File: src/rtl/uart_cmd_bridge_pkg.sv
// Shared opcodes, FSM states and error codes for the UART command bridge.
package uart_cmd_bridge_pkg;

    localparam logic [7:0] OP_WRITE = 8'h01;
    localparam logic [7:0] OP_HALT  = 8'h02;
    localparam logic [7:0] OP_RESET = 8'h03;
    localparam logic [7:0] OP_START = 8'h04;

    typedef enum logic [2:0] {
        ST_IDLE  = 3'd0,
        ST_ADDR  = 3'd1,
        ST_COUNT = 3'd2,
        ST_DATA  = 3'd3,
        ST_CSUM  = 3'd4
    } bridge_state_t;

    typedef enum logic [1:0] {
        ERR_NONE    = 2'd0,
        ERR_OPCODE  = 2'd1,
        ERR_CSUM    = 2'd2,
        ERR_TIMEOUT = 2'd3
    } bridge_err_t;

endpackage

File: src/rtl/uart_cmd_bridge.sv
// Parses framed UART bytes into burst RAM writes and one-cycle CPU control pulses,
// with checksum verification and an inter-byte timeout.
module uart_cmd_bridge
    import uart_cmd_bridge_pkg::*;
#(
    parameter int unsigned ADDR_BYTES     = 4,
    parameter int unsigned DATA_BYTES     = 4,
    parameter int unsigned TIMEOUT_CYCLES = 500000
) (
    input  logic                    clk_in,
    input  logic                    rst_in,
    input  logic [7:0]              data_in,
    input  logic                    valid_in,
    output logic [8*ADDR_BYTES-1:0] addr_out,
    output logic [8*DATA_BYTES-1:0] data_out,
    output logic                    valid_out,
    output logic                    halt_out,
    output logic                    reset_out,
    output logic                    start_out,
    output logic                    pkt_ok_out,
    output logic                    error_out,
    output logic [1:0]              error_code_out
);

    localparam int unsigned ADDR_W   = 8 * ADDR_BYTES;
    localparam int unsigned DATA_W   = 8 * DATA_BYTES;
    localparam int unsigned MAX_B    = (ADDR_BYTES > DATA_BYTES) ? ADDR_BYTES : DATA_BYTES;
    localparam int unsigned IDX_W    = (MAX_B > 1) ? $clog2(MAX_B) : 1;
    localparam int unsigned TMO_W    = (TIMEOUT_CYCLES > 1) ? $clog2(TIMEOUT_CYCLES) : 1;
    localparam int unsigned TMO_LAST = (TIMEOUT_CYCLES > 0) ? TIMEOUT_CYCLES - 1 : 0;
    localparam logic [IDX_W-1:0] ADDR_LAST = IDX_W'(ADDR_BYTES - 1);
    localparam logic [IDX_W-1:0] DATA_LAST = IDX_W'(DATA_BYTES - 1);

    bridge_state_t     state_q, state_d;
    bridge_err_t       err_code_q, err_code_d;
    logic [IDX_W-1:0]  idx_q, idx_d;
    logic [8:0]        words_q, words_d;
    logic [ADDR_W-1:0] addr_sh_q, addr_sh_d;
    logic [DATA_W-1:0] word_sh_q, word_sh_d;
    logic [7:0]        csum_q, csum_d;
    logic [TMO_W-1:0]  tmo_q, tmo_d;
    logic [ADDR_W-1:0] addr_q, addr_d;
    logic [DATA_W-1:0] data_q, data_d;
    logic              valid_q, valid_d;
    logic              halt_q, halt_d;
    logic              reset_q, reset_d;
    logic              start_q, start_d;
    logic              ok_q, ok_d;
    logic              err_q, err_d;
    logic              timeout_fire;
    logic [ADDR_W-1:0] addr_next;
    logic [DATA_W-1:0] word_next;

    // Little-endian shift-in: each new byte enters at the top and slides down.
    assign addr_next = (addr_sh_q >> 8) | (ADDR_W'(data_in) << (ADDR_W - 8));
    assign word_next = (word_sh_q >> 8) | (DATA_W'(data_in) << (DATA_W - 8));

    always_comb begin
        state_d    = state_q;
        err_code_d = err_code_q;
        idx_d      = idx_q;
        words_d    = words_q;
        addr_sh_d  = addr_sh_q;
        word_sh_d  = word_sh_q;
        csum_d     = csum_q;
        addr_d     = addr_q;
        data_d     = data_q;
        valid_d    = 1'b0;
        halt_d     = 1'b0;
        reset_d    = 1'b0;
        start_d    = 1'b0;
        ok_d       = 1'b0;
        err_d      = 1'b0;
        tmo_d      = (state_q == ST_IDLE || valid_in) ? '0 : tmo_q + TMO_W'(1);

        timeout_fire = (TIMEOUT_CYCLES != 0) && (state_q != ST_IDLE)
                       && (tmo_q == TMO_W'(TMO_LAST));

        // Timeout takes priority over a byte arriving in the same cycle.
        if (timeout_fire) begin
            err_d      = 1'b1;
            err_code_d = ERR_TIMEOUT;
            state_d    = ST_IDLE;
            tmo_d      = '0;
        end else if (valid_in) begin
            case (state_q)
                ST_IDLE: begin
                    csum_d = data_in;
                    idx_d  = '0;
                    case (data_in)
                        OP_WRITE: state_d = ST_ADDR;
                        OP_HALT:  begin halt_d  = 1'b1; ok_d = 1'b1; end
                        OP_RESET: begin reset_d = 1'b1; ok_d = 1'b1; end
                        OP_START: begin start_d = 1'b1; ok_d = 1'b1; end
                        default: begin
                            err_d      = 1'b1;
                            err_code_d = ERR_OPCODE;
                        end
                    endcase
                end
                ST_ADDR: begin
                    csum_d    = csum_q + data_in;
                    addr_sh_d = addr_next;
                    if (idx_q == ADDR_LAST) begin
                        idx_d   = '0;
                        state_d = ST_COUNT;
                    end else begin
                        idx_d = idx_q + IDX_W'(1);
                    end
                end
                ST_COUNT: begin
                    csum_d  = csum_q + data_in;
                    words_d = (data_in == 8'h00) ? 9'd256 : {1'b0, data_in};
                    idx_d   = '0;
                    state_d = ST_DATA;
                end
                ST_DATA: begin
                    csum_d    = csum_q + data_in;
                    word_sh_d = word_next;
                    if (idx_q == DATA_LAST) begin
                        idx_d     = '0;
                        valid_d   = 1'b1;
                        addr_d    = addr_sh_q;
                        data_d    = word_next;
                        addr_sh_d = addr_sh_q + ADDR_W'(DATA_BYTES);
                        words_d   = words_q - 9'd1;
                        if (words_q == 9'd1) state_d = ST_CSUM;
                    end else begin
                        idx_d = idx_q + IDX_W'(1);
                    end
                end
                ST_CSUM: begin
                    state_d = ST_IDLE;
                    if (csum_q == data_in) begin
                        ok_d = 1'b1;
                    end else begin
                        err_d      = 1'b1;
                        err_code_d = ERR_CSUM;
                    end
                end
                default: state_d = ST_IDLE;
            endcase
        end
    end

    always_ff @(posedge clk_in) begin
        if (rst_in) begin
            state_q    <= ST_IDLE;
            err_code_q <= ERR_NONE;
            idx_q      <= '0;
            words_q    <= '0;
            addr_sh_q  <= '0;
            word_sh_q  <= '0;
            csum_q     <= '0;
            tmo_q      <= '0;
            addr_q     <= '0;
            data_q     <= '0;
            valid_q    <= 1'b0;
            halt_q     <= 1'b0;
            reset_q    <= 1'b0;
            start_q    <= 1'b0;
            ok_q       <= 1'b0;
            err_q      <= 1'b0;
        end else begin
            state_q    <= state_d;
            err_code_q <= err_code_d;
            idx_q      <= idx_d;
            words_q    <= words_d;
            addr_sh_q  <= addr_sh_d;
            word_sh_q  <= word_sh_d;
            csum_q     <= csum_d;
            tmo_q      <= tmo_d;
            addr_q     <= addr_d;
            data_q     <= data_d;
            valid_q    <= valid_d;
            halt_q     <= halt_d;
            reset_q    <= reset_d;
            start_q    <= start_d;
            ok_q       <= ok_d;
            err_q      <= err_d;
        end
    end

    assign addr_out       = addr_q;
    assign data_out       = data_q;
    assign valid_out      = valid_q;
    assign halt_out       = halt_q;
    assign reset_out      = reset_q;
    assign start_out      = start_q;
    assign pkt_ok_out     = ok_q;
    assign error_out      = err_q;
    assign error_code_out = err_code_q;

endmodule

File: config.mk
export PLATFORM = sky130hd
export DESIGN_NAME = uart_cmd_bridge
export DESIGN_NICKNAME = d
export VERILOG_FILES = /design/src/rtl/uart_cmd_bridge_pkg.sv /design/src/rtl/uart_cmd_bridge.sv
export SDC_FILE = /design/constraint.sdc
export NUM_CORES = 1
export LEC_CHECK = 0
export ABC_AREA = 1
export CAP_MARGIN = 10
export CORE_UTILIZATION = 39
export CTS_BUF_LIST = sky130_fd_sc_hd__clkbuf_8
export DETAILED_ROUTE_END_ITERATION = 6
export PLACE_DENSITY = 0.63
export SLEW_MARGIN = 40
export SYNTH_ARGS = -nofsm -noshare
export SYNTH_HDL_FRONTEND = slang
export SYNTH_SLANG_ARGS = --single-unit
export TNS_END_PERCENT = 20
File: constraint.sdc
create_clock -name clk_in -period 1.7 [get_ports clk_in]
set_input_delay 0.51 -clock clk_in [delete_from_list [all_inputs] [get_ports clk_in]]
set_output_delay 0.51 -clock clk_in [all_outputs]
set_load 0.01 [all_outputs]
==> flow_summary.ini, run 1 <==
[sta]
timing.slew.headroom_pct = 73.02
tightestPinTransition_ns = 0.4048
setup_tns_ns = 0
period_share_pct = 99.96
period_needed_ns = 1.699
finClkSkew_ns = 0.02222
rsz0062_at_grt = true
hold_viol = 0
setup_violations = 0
final_max_slew_viol_count = 0
fmax_mhz = 588.5
holdWs_ns = 0.4445

[setup_path]
end_kind = register
start_kind = register
r2r-start = tmo_q[0]
critPathKind = reg -> reg
crit_fanout = 37
worstPathRequired_ns = 2.07
critPathLaunch = tmo_q[0]
critical_path_arrival_ns = 2.07

[routing]
detail-route-antenna-nets = 0
top_layer_used = met4
drt-total-wl_um = 21710
wl_met2_um = 9995
vias = 8147
drtIter0Drc = 460
dr_wl_met3_um = 765
drcViolationCount = 0
drt-vias-per-instance = 4.762
drtPass1Iterations = 4
wl_met1_um = 10740
post_drt_wl_per_cell_um = 12.69

[global_routing]
first_global_vias = 7484
grt_max_degree = 46
track_usage_pct = 20.25
grt_pass1_wl_um = 35870
antenna_found_initial = 0
grt_overflow = 0

[yosys]
synth-edff-count = 0
synthCells = 1236
yosysUniqueCellTypes = 41
ys_seq_area_share_pct = 40.45
synth_common_cells = nand2_1, inv_1, dfxtp_1
synth_top_cell_area_share_pct = 40.45
ys.flop_type = dfxtp_1
synth-seq-cells = 169
avgSynthCellArea_um2 = 6.766
synth_nets = 1260
yosysMostFrequentCell = nand2_1
synth.cell_area_mm2 = 0.008363
ys_warn_count = 0
yosys.area.top_type = dfxtp_1
async_flop_share_pct = 0
synthTopCellsByArea = dfxtp_1, nand2_1, a21oi_1, inv_1, o21ai_0

[clock_tree]
h-tree-depth = 4
clk_pin_slew_ns = 0.10
clockBufferDepth = 2
cts-root-buf = clkbuf_8
cts_made_buffers = 17
insertion_delay_ns = 0.47
cts_sinks = 169
hold_buffers = 0
cts_tree = built

[floorplan]
chipWidth_um = 148.4
die-area_mm2 = 0.02203
initial_core_util_pct = 39.78
io_pins = 83
num_rows = 53
die_h_um = 148.4
core_mm2 = 0.02102

[final_layout]
antennaDiodeCount = 0
area.growth.synth_to_final_pct = 31.12
fin_nets = 1447
final_cells = 1711
fin_area_mm2 = 0.01097
drive_above_1_share_pct = 16.30

[placed_design]
gp_congestion = 0.9133
placed_cell_area_mm2 = 0.01043
port-buffer-count = 82
dpl.cell_count = 1673
dp_hpwl_um = 15740

[min_path]
hold_class = reg -> reg
min_from = addr_out[22]

[pwr]
powerDensity_mw_per_mm2 = 676.1
leakage_nw = 4.662
ir_drop_mv = 0.4026
p_total_mw = 7.414

[run]
maxCapViolations = 0

[run_status]
outcome = completed
==> flip-flops by register name, indices dropped and copies added (netlist names) <==
register        count
pkt_ok_out          1
tmo_q              19
error_code_out      2
valid_out           1
state_q             3
words_q             9
halt_out            1
addr_out           32
data_out           32
idx_q               2
start_out           1
word_sh_q          24
reset_out           1
error_out           1
addr_sh_q          32
csum_q              8
==> routing by layer <==
layer,global-route usage (%),vias up
met1,27.02,3630
met4,5.515,0
met3,3.742,15
li1,-,4363
met2,33.29,139
met5,0,-
==> per-stage QoR <==
stage | setup slack, ns | utilization, %
after global routing | -0.1008 | 52.16
after global placement | -0.6585 | 49.60
final | 0.0006626 | 52.16
after CTS | -0.07997 | 51.44
after floorplan | 0.002190 | -
after detailed placement | -0.7100 | 49.60
==> power by group <==
| part | switching, mW | total [mW] | internal (mW) |
|---|---|---|---|
| clock | 1.81 | 2.95 | 1.14 |
| combinational | 0.264 | 0.473 | 0.209 |
| sequential | 0.0125 | 3.99 | 3.97 |
| total | 2.09 | 7.41 | 5.32 |
==> path summary, 6_finish.rpt <==
check | end | slack (ns) | cells after the start
setup reg to reg | addr_out[21] | 0.0007 | 10
hold / removal | addr_out[22] | 0.44 | 2
setup / recovery | addr_out[21] | 0.0007 | 10
hold reg to reg | addr_out[22] | 0.44 | 2
==> layout make-up <==
cell class	count	area, um2
sequential	169	3395
tap	275	344.1
clock inverter	15	192.7
clock buffer	17	234.0
inverter	178	670.6
timing repair buffer	222	1992
multi-input combinational	835	4138
fill	2154	10060
==> layout by cell type, fill, tap and decap left out, types with 3 or more instances in the layout <==
master,count
a21oi_1,139
a21oi_2,5
buf_12,16
buf_4,122
clkbuf_8,17
clkinv_8,7
dfxtp_1,160
dfxtp_2,9
dlygate4sd2_1,76
dlymetal6s2s_1,3
ha_1,6
ha_4,5
inv_1,172
inv_2,5
inv_8,4
nand2_1,272
nand2_2,5
nand3_1,72
nand3_2,3
nand3b_1,4
nand4_1,14
nor2_1,96
nor2_2,10
nor2_4,4
nor3_1,20
nor3b_1,5
o21ai_0,85
o21ai_1,56
or2_2,6
xor2_1,9
==> critical path, cell delays in order, from the launching register on <==
cell and delay, ns:
dfxtp_2 0.36, ha_4 0.15, nand2_4 0.06, nor2_4 0.09, nand2_2 0.08, nor2_4 0.11
nand3_4 0.12, nand3_4 0.18, buf_12 0.24, buf_4 0.14, a21oi_1 0.05
==> logic make-up (layout without fill, tap and decap cells) <==
kind of cell | after synthesis | after routing | synth area share (%)
and+or+nand+nor | 520 | 520 | 27.14
AOI/OAI and AO/OA | 291 | 291 | 17.55
buffers and inverters | 232 | 432 | 11.67
DFF | 169 | 169 | 40.45
adders and majority gates | 13 | 13 | 2.035
xor gates and xnor gates | 11 | 11 | 1.152
==> repair_timing <==
action	in CTS	in global routing
setup endpoints to repair	182	132
pin swaps	4	11
setup buffers	0	6
gates resized for setup	94	28
gates cloned	0	0
(Power assumes the default switching activity.)
==> inputs of run 2 (changes only) <==
Settings changed: CELL_PAD_IN_SITES_DETAIL_PLACEMENT set to 0, CELL_PAD_IN_SITES_GLOBAL_PLACEMENT set to 1, CORE_UTILIZATION 39 to 38, PLACE_DENSITY 0.63 to 0.81.
==> run 2 against run 1 <==
The run now ends with setup timing left. Critical path depth increased by 2. Sequential power barely moved. Cell count is 1.8% higher. Highest routed layer unchanged. Sequential share of layout area down 2.2 points. Global-route usage grew 0.53 points. Critical path type unchanged. Via count up 5.1%. Cell area rose by 7.6%.
==> flow_summary.ini, run 2 (synthesis gave the netlist of run 1 again) <==
[floorplan]
die_h_um = 150.4
chipWidth_um = 150.4
core_mm2 = 0.02129
die-area_mm2 = 0.02261
initial_core_util_pct = 39.29
io_pins = 83
num_rows = 53

[run_status]
violations = setup timing
outcome = complete, but fails checks

[sta]
timing.slew.headroom_pct = 75.75
period_needed_ns = 1.798
hold_viol = 0
period_share_pct = 105.8
setup_violations = 85
rsz0062_at_grt = true
fmax_mhz = 556.2
final_max_slew_viol_count = 0
setup_tns_ns = -4.400
finClkSkew_ns = 0.01842
setup_slack_ns = -0.09798
tightestPinTransition_ns = 0.3600

[pwr]
leakage_nw = 5.032
sw_frac_of_total_pct = 28.38
powerDensity_mw_per_mm2 = 629.7
comb_power_share_pct = 6.7
seqPwrFrac_pct = 53.6
ir_drop_mv = 0.5079
power_switching_mw = 2.108
power.internal_mw = 5.321
power_frac_clock_pct = 39.6

[global_routing]
grt_pass1_wl_um = 37340
track_usage_pct = 20.78
first_global_vias = 7805
grt_overflow = 0
grt_max_degree = 51
antenna_found_initial = 0

[final_layout]
post-route-util_pct = 55.42
fin_nets = 1477
area.growth.synth_to_final_pct = 41.07
drive_above_1_share_pct = 22.24
final_common_cell = nand2_1
antennaDiodeCount = 0
mostFrequentLayoutCells = nand2_1, inv_1, dfxtp_1, a21oi_1, buf_4

[clock_tree]
cts_made_buffers = 17
hold_buffers = 0
h-tree-depth = 4
cts_tree = built
insertion_delay_ns = 0.47
clk_pin_slew_ns = 0.10
clockBufferDepth = 2
cts-root-buf = clkbuf_8
cts_sinks = 169

[routing]
drcViolationCount = 0
drt-vias-per-instance = 4.917
vias = 8560
drt-total-wl_um = 24140
post_drt_wl_per_cell_um = 13.87
detail-route-antenna-nets = 0
drtIter0Drc = 469
drtPass1Iterations = 5

[setup_path]
critPathKind = reg -> reg
crit_fanout = 8
worstPathRequired_ns = 2.07
start_kind = register
end_kind = register
critical_path_arrival_ns = 2.17

[placed_design]
dp_hpwl_um = 15950
pre_cts_slack_ns = -0.6506
gp_congestion = 0.8877
port-buffer-count = 82

[min_path]
hold_class = reg -> reg

[run]
maxCapViolations = 0
## run 2: cell count changes in the layout (fill, tap and decap cells not counted), moves of 4 or more
cell and change:
o21ai_2 +30, o21ai_0 -18, a21oi_1 -14, a21oi_2 +14, nand2_1 -14, o21ai_1 -12
clkbuf_16 +10, nand2_2 +9, buf_6 +8, buf_16 +5, nand2_4 +5, nor3_1 -4
nor3_2 +4
## run 2: path summary, 6_finish.rpt
| kind | from | cells past startpoint | end | slack, ns |
|---|---|---|---|---|
| max | tmo_q[0] | 12 | addr_out[14] | -0.1 |
| min | addr_out[21] | 2 | addr_out[21] | 0.44 |
| max reg2reg | tmo_q[0] | 12 | addr_out[14] | -0.1 |
| min reg2reg | addr_out[21] | 2 | addr_out[21] | 0.44 |
## run 2: final cells by class
class | instances | area [um2]
Multi-Input combinational cell | 835 | 4415
Timing Repair Buffer | 252 | 2565
Sequential cell | 169 | 3395
Clock inverter | 15 | 173.9
Fill cell | 2099 | 9489
Clock buffer | 17 | 234.0
Inverter | 178 | 670.6
Tap cell | 275 | 344.1
## run 2: stage by stage
step	hold slack, ns	instance area [um2]	cells	total power, mW
6_report	0.4432	11800	1741	7.429
5_1_grt	0.4538	11800	1741	7.746
2_1_floorplan	0.4205	8378	1236	4.309
3_5_place_dp	0.4318	10410	1674	4.530
4_1_cts	0.4474	11100	1721	7.466
3_3_place_gp	0.4264	10410	1674	4.529
## run 2: timing repair
item / 4_1_cts / 5_1_grt
buffers inserted: 10 / 6
endpoints found under the setup margin: 201 / 155
gates resized for setup: 136 / 92
pin swaps: 15 / 31
gates cloned: 5 / 14
## run 2: power groups by stage
stage	Clock (mW)	Sequential, mW	Combinational, mW
floorplan	0	4.07	0.234
global placement	0	4.08	0.453
detailed placement	0	4.08	0.455
CTS	3.01	3.98	0.470
global route	3.20	3.99	0.553
finish	2.94	3.99	0.501
## run 2: per-layer routing
layer | up-vias | global-route usage [%] | share of wire (%)
met4 | 0 | 6.869 | 1.5
met2 | 149 | 33.59 | 47
met1 | 3957 | 27.97 | 48
li1 | 4428 | - | -
met3 | 26 | 3.455 | 3.5
met5 | - | 0 | 0
## run 2: worst max-delay path, cell delays in order (launching register included)
cell	delay (ns)
dfxtp_2	0.36
ha_4	0.15
nand2_4	0.06
nor2_4	0.09
nand2_2	0.08
nor2_4	0.14
nand3_4	0.09
buf_6	0.14
nand3_4	0.10
buf_12	0.17
buf_12	0.14
buf_8	0.11
a21oi_1	0.06
==> inputs of run 3 (changes only) <==
--- a/config.mk
+++ b/config.mk
@@ -13,4 +13,5 @@
 export CTS_BUF_LIST = sky130_fd_sc_hd__clkbuf_8
 export DETAILED_ROUTE_END_ITERATION = 6
+export HOLD_SLACK_MARGIN = 0.03
 export PLACE_DENSITY = 0.81
 export SLEW_MARGIN = 40
==> constraint.sdc (replaced) <==
create_clock -name clk_in -period 1.7 [get_ports clk_in]
set_input_delay 0.51 -clock clk_in [delete_from_list [all_inputs] [get_ports clk_in]]
set_output_delay 0.51 -clock clk_in [all_outputs]
set_load 0.1 [all_outputs]
==> run 3 against run 2 <==
The run still ends with setup timing left. Clock-buffer cell count is the same. Fmax is 1.5% lower. Critical path depth did not move. Via count up 0.61%. Critical endpoint is now addr_out[28]. Largest power group unchanged.
==> flow_summary.ini, run 3 (synthesis gave the netlist of run 1 again) <==
[routing]
detail-route-antenna-nets = 0
vias = 8612
drcViolationCount = 0
drtPass1Iterations = 5
drt-vias-per-instance = 4.955
drtIter0Drc = 432
drt-total-wl_um = 24430
post_drt_wl_per_cell_um = 14.05

[floorplan]
io_pins = 83
chipWidth_um = 150.4
core_mm2 = 0.02129
die-area_mm2 = 0.02261
num_rows = 53
die_h_um = 150.4
initial_core_util_pct = 39.29

[pwr]
ir_drop_mv = 0.4562
powerDensity_mw_per_mm2 = 600.4
leakage_nw = 5.051
p_total_mw = 7.639

[global_routing]
use_met1_pct = 28.75
grt_pass1_wl_um = 38870
grt_max_degree = 38
track_usage_pct = 21.69
antenna_found_initial = 0
grt_overflow = 0
grtUsageMet2_pct = 36.13
first_global_vias = 8022
busiest_layer = met2
met3_usage_pct = 3.394

[final_layout]
final_common_cell = nand2_1
mostFrequentLayoutCells = nand2_1, inv_1, dfxtp_1, a21oi_1, buf_4
drive_above_1_share_pct = 27.34
antennaDiodeCount = 0
fin_nets = 1474
area.growth.synth_to_final_pct = 52.14

[sta]
timing.slew.headroom_pct = 73.81
period_share_pct = 107.4
holdWs_ns = 0.4530
hold_viol = 0
setup_tns_ns = -6.866
tightestPinTransition_ns = 0.3929
fmax_mhz = 547.7
final_max_slew_viol_count = 0
rsz0062_at_grt = true
setup_violations = 106
setup_slack_ns = -0.1259
finClkSkew_ns = 0.02394
period_needed_ns = 1.826

[clock_tree]
cts_made_buffers = 17
insertion_delay_ns = 0.48
cts-root-buf = clkbuf_8
cts_sinks = 169
clockBufferDepth = 2
clk_pin_slew_ns = 0.11
h-tree-depth = 4
cts_tree = built
hold_buffers = 0

[setup_path]
crit_fanout = 12
critical_path_arrival_ns = 2.21
worstPathRequired_ns = 2.08
rrSetupSlack_ns = -0.13
start_kind = register
critPathKind = reg -> reg
end_kind = register

[placed_design]
gp_congestion = 0.9146
pre_cts_slack_ns = -0.6343
port-buffer-count = 82
dp_hpwl_um = 16170

[run_status]
violations = setup timing
outcome = complete, but fails checks

[min_path]
hold_class = reg -> reg

[run]
maxCapViolations = 0
==> run 3: changes by cell type in the layout (fill, tap and decap cells not counted), sizes merged <==
cell	before	now
buf	160	232
dlygate4sd2	76	4
clkbuf	27	24
bufinv	0	1
clkinv	5	6
clkinvlp	2	1
inv	186	185
==> run 3: worst paths after layout <==
kind | depth (start not counted) | to | startpoint
max | 12 | addr_out[28] | tmo_q[0]
min | 2 | word_sh_q[13] | word_sh_q[13]
max reg2reg | 12 | addr_out[28] | tmo_q[0]
min reg2reg | 2 | word_sh_q[13] | word_sh_q[13]
==> run 3: cell type report <==
class	instances	area [um2]
multi-input cells	835	4489
well taps	275	344.1
repair buffers	249	3395
clock inverters	15	198.9
inverters	178	670.6
fillers	1927	8563
flip-flops and latches	169	3392
clock buffers	17	234.0
==> run 3: timing repair <==
action,CTS,global route
buffers inserted,14,4
gates cloned,11,7
setup endpoints to repair,138,147
pin swaps,11,29
resized for setup,78,110
==> run 3: critical path, stage by stage (launching register included) <==
cell       delay (ns)
dfxtp_2          0.37
ha_4             0.15
nand2_4          0.06
nor2_4           0.10
nand2_2          0.09
nor2_4           0.12
nand3_4          0.11
buf_12           0.15
nand3_4          0.12
buf_6            0.13
buf_12           0.13
clkbuf_16        0.15
a21oi_1          0.06
==> run 3: through the flow <==
stage	std cells	instance area, um2	utilization, %
after global routing	1738	12720	59.77
after CTS	1730	12250	57.57
after floorplan	1236	8378	-
final	1738	12720	59.77
after detailed placement	1673	11160	52.42
after global placement	1673	11160	52.42
==> run 3: power by group <==
| part | switching (mW) | leakage, nW | internal [mW] |
|---|---|---|---|
| registers | 0.0162 | 1.37 | 3.97 |
| clock network | 1.80 | 0.213 | 1.27 |
| logic | 0.328 | 3.47 | 0.252 |
==> run 3: layer usage <==
layer,up-vias,part of all wire (%)
li1,4418,-
met1,4007,46
met2,171,49
met3,16,4.2
met4,0,1.1
met5,-,0
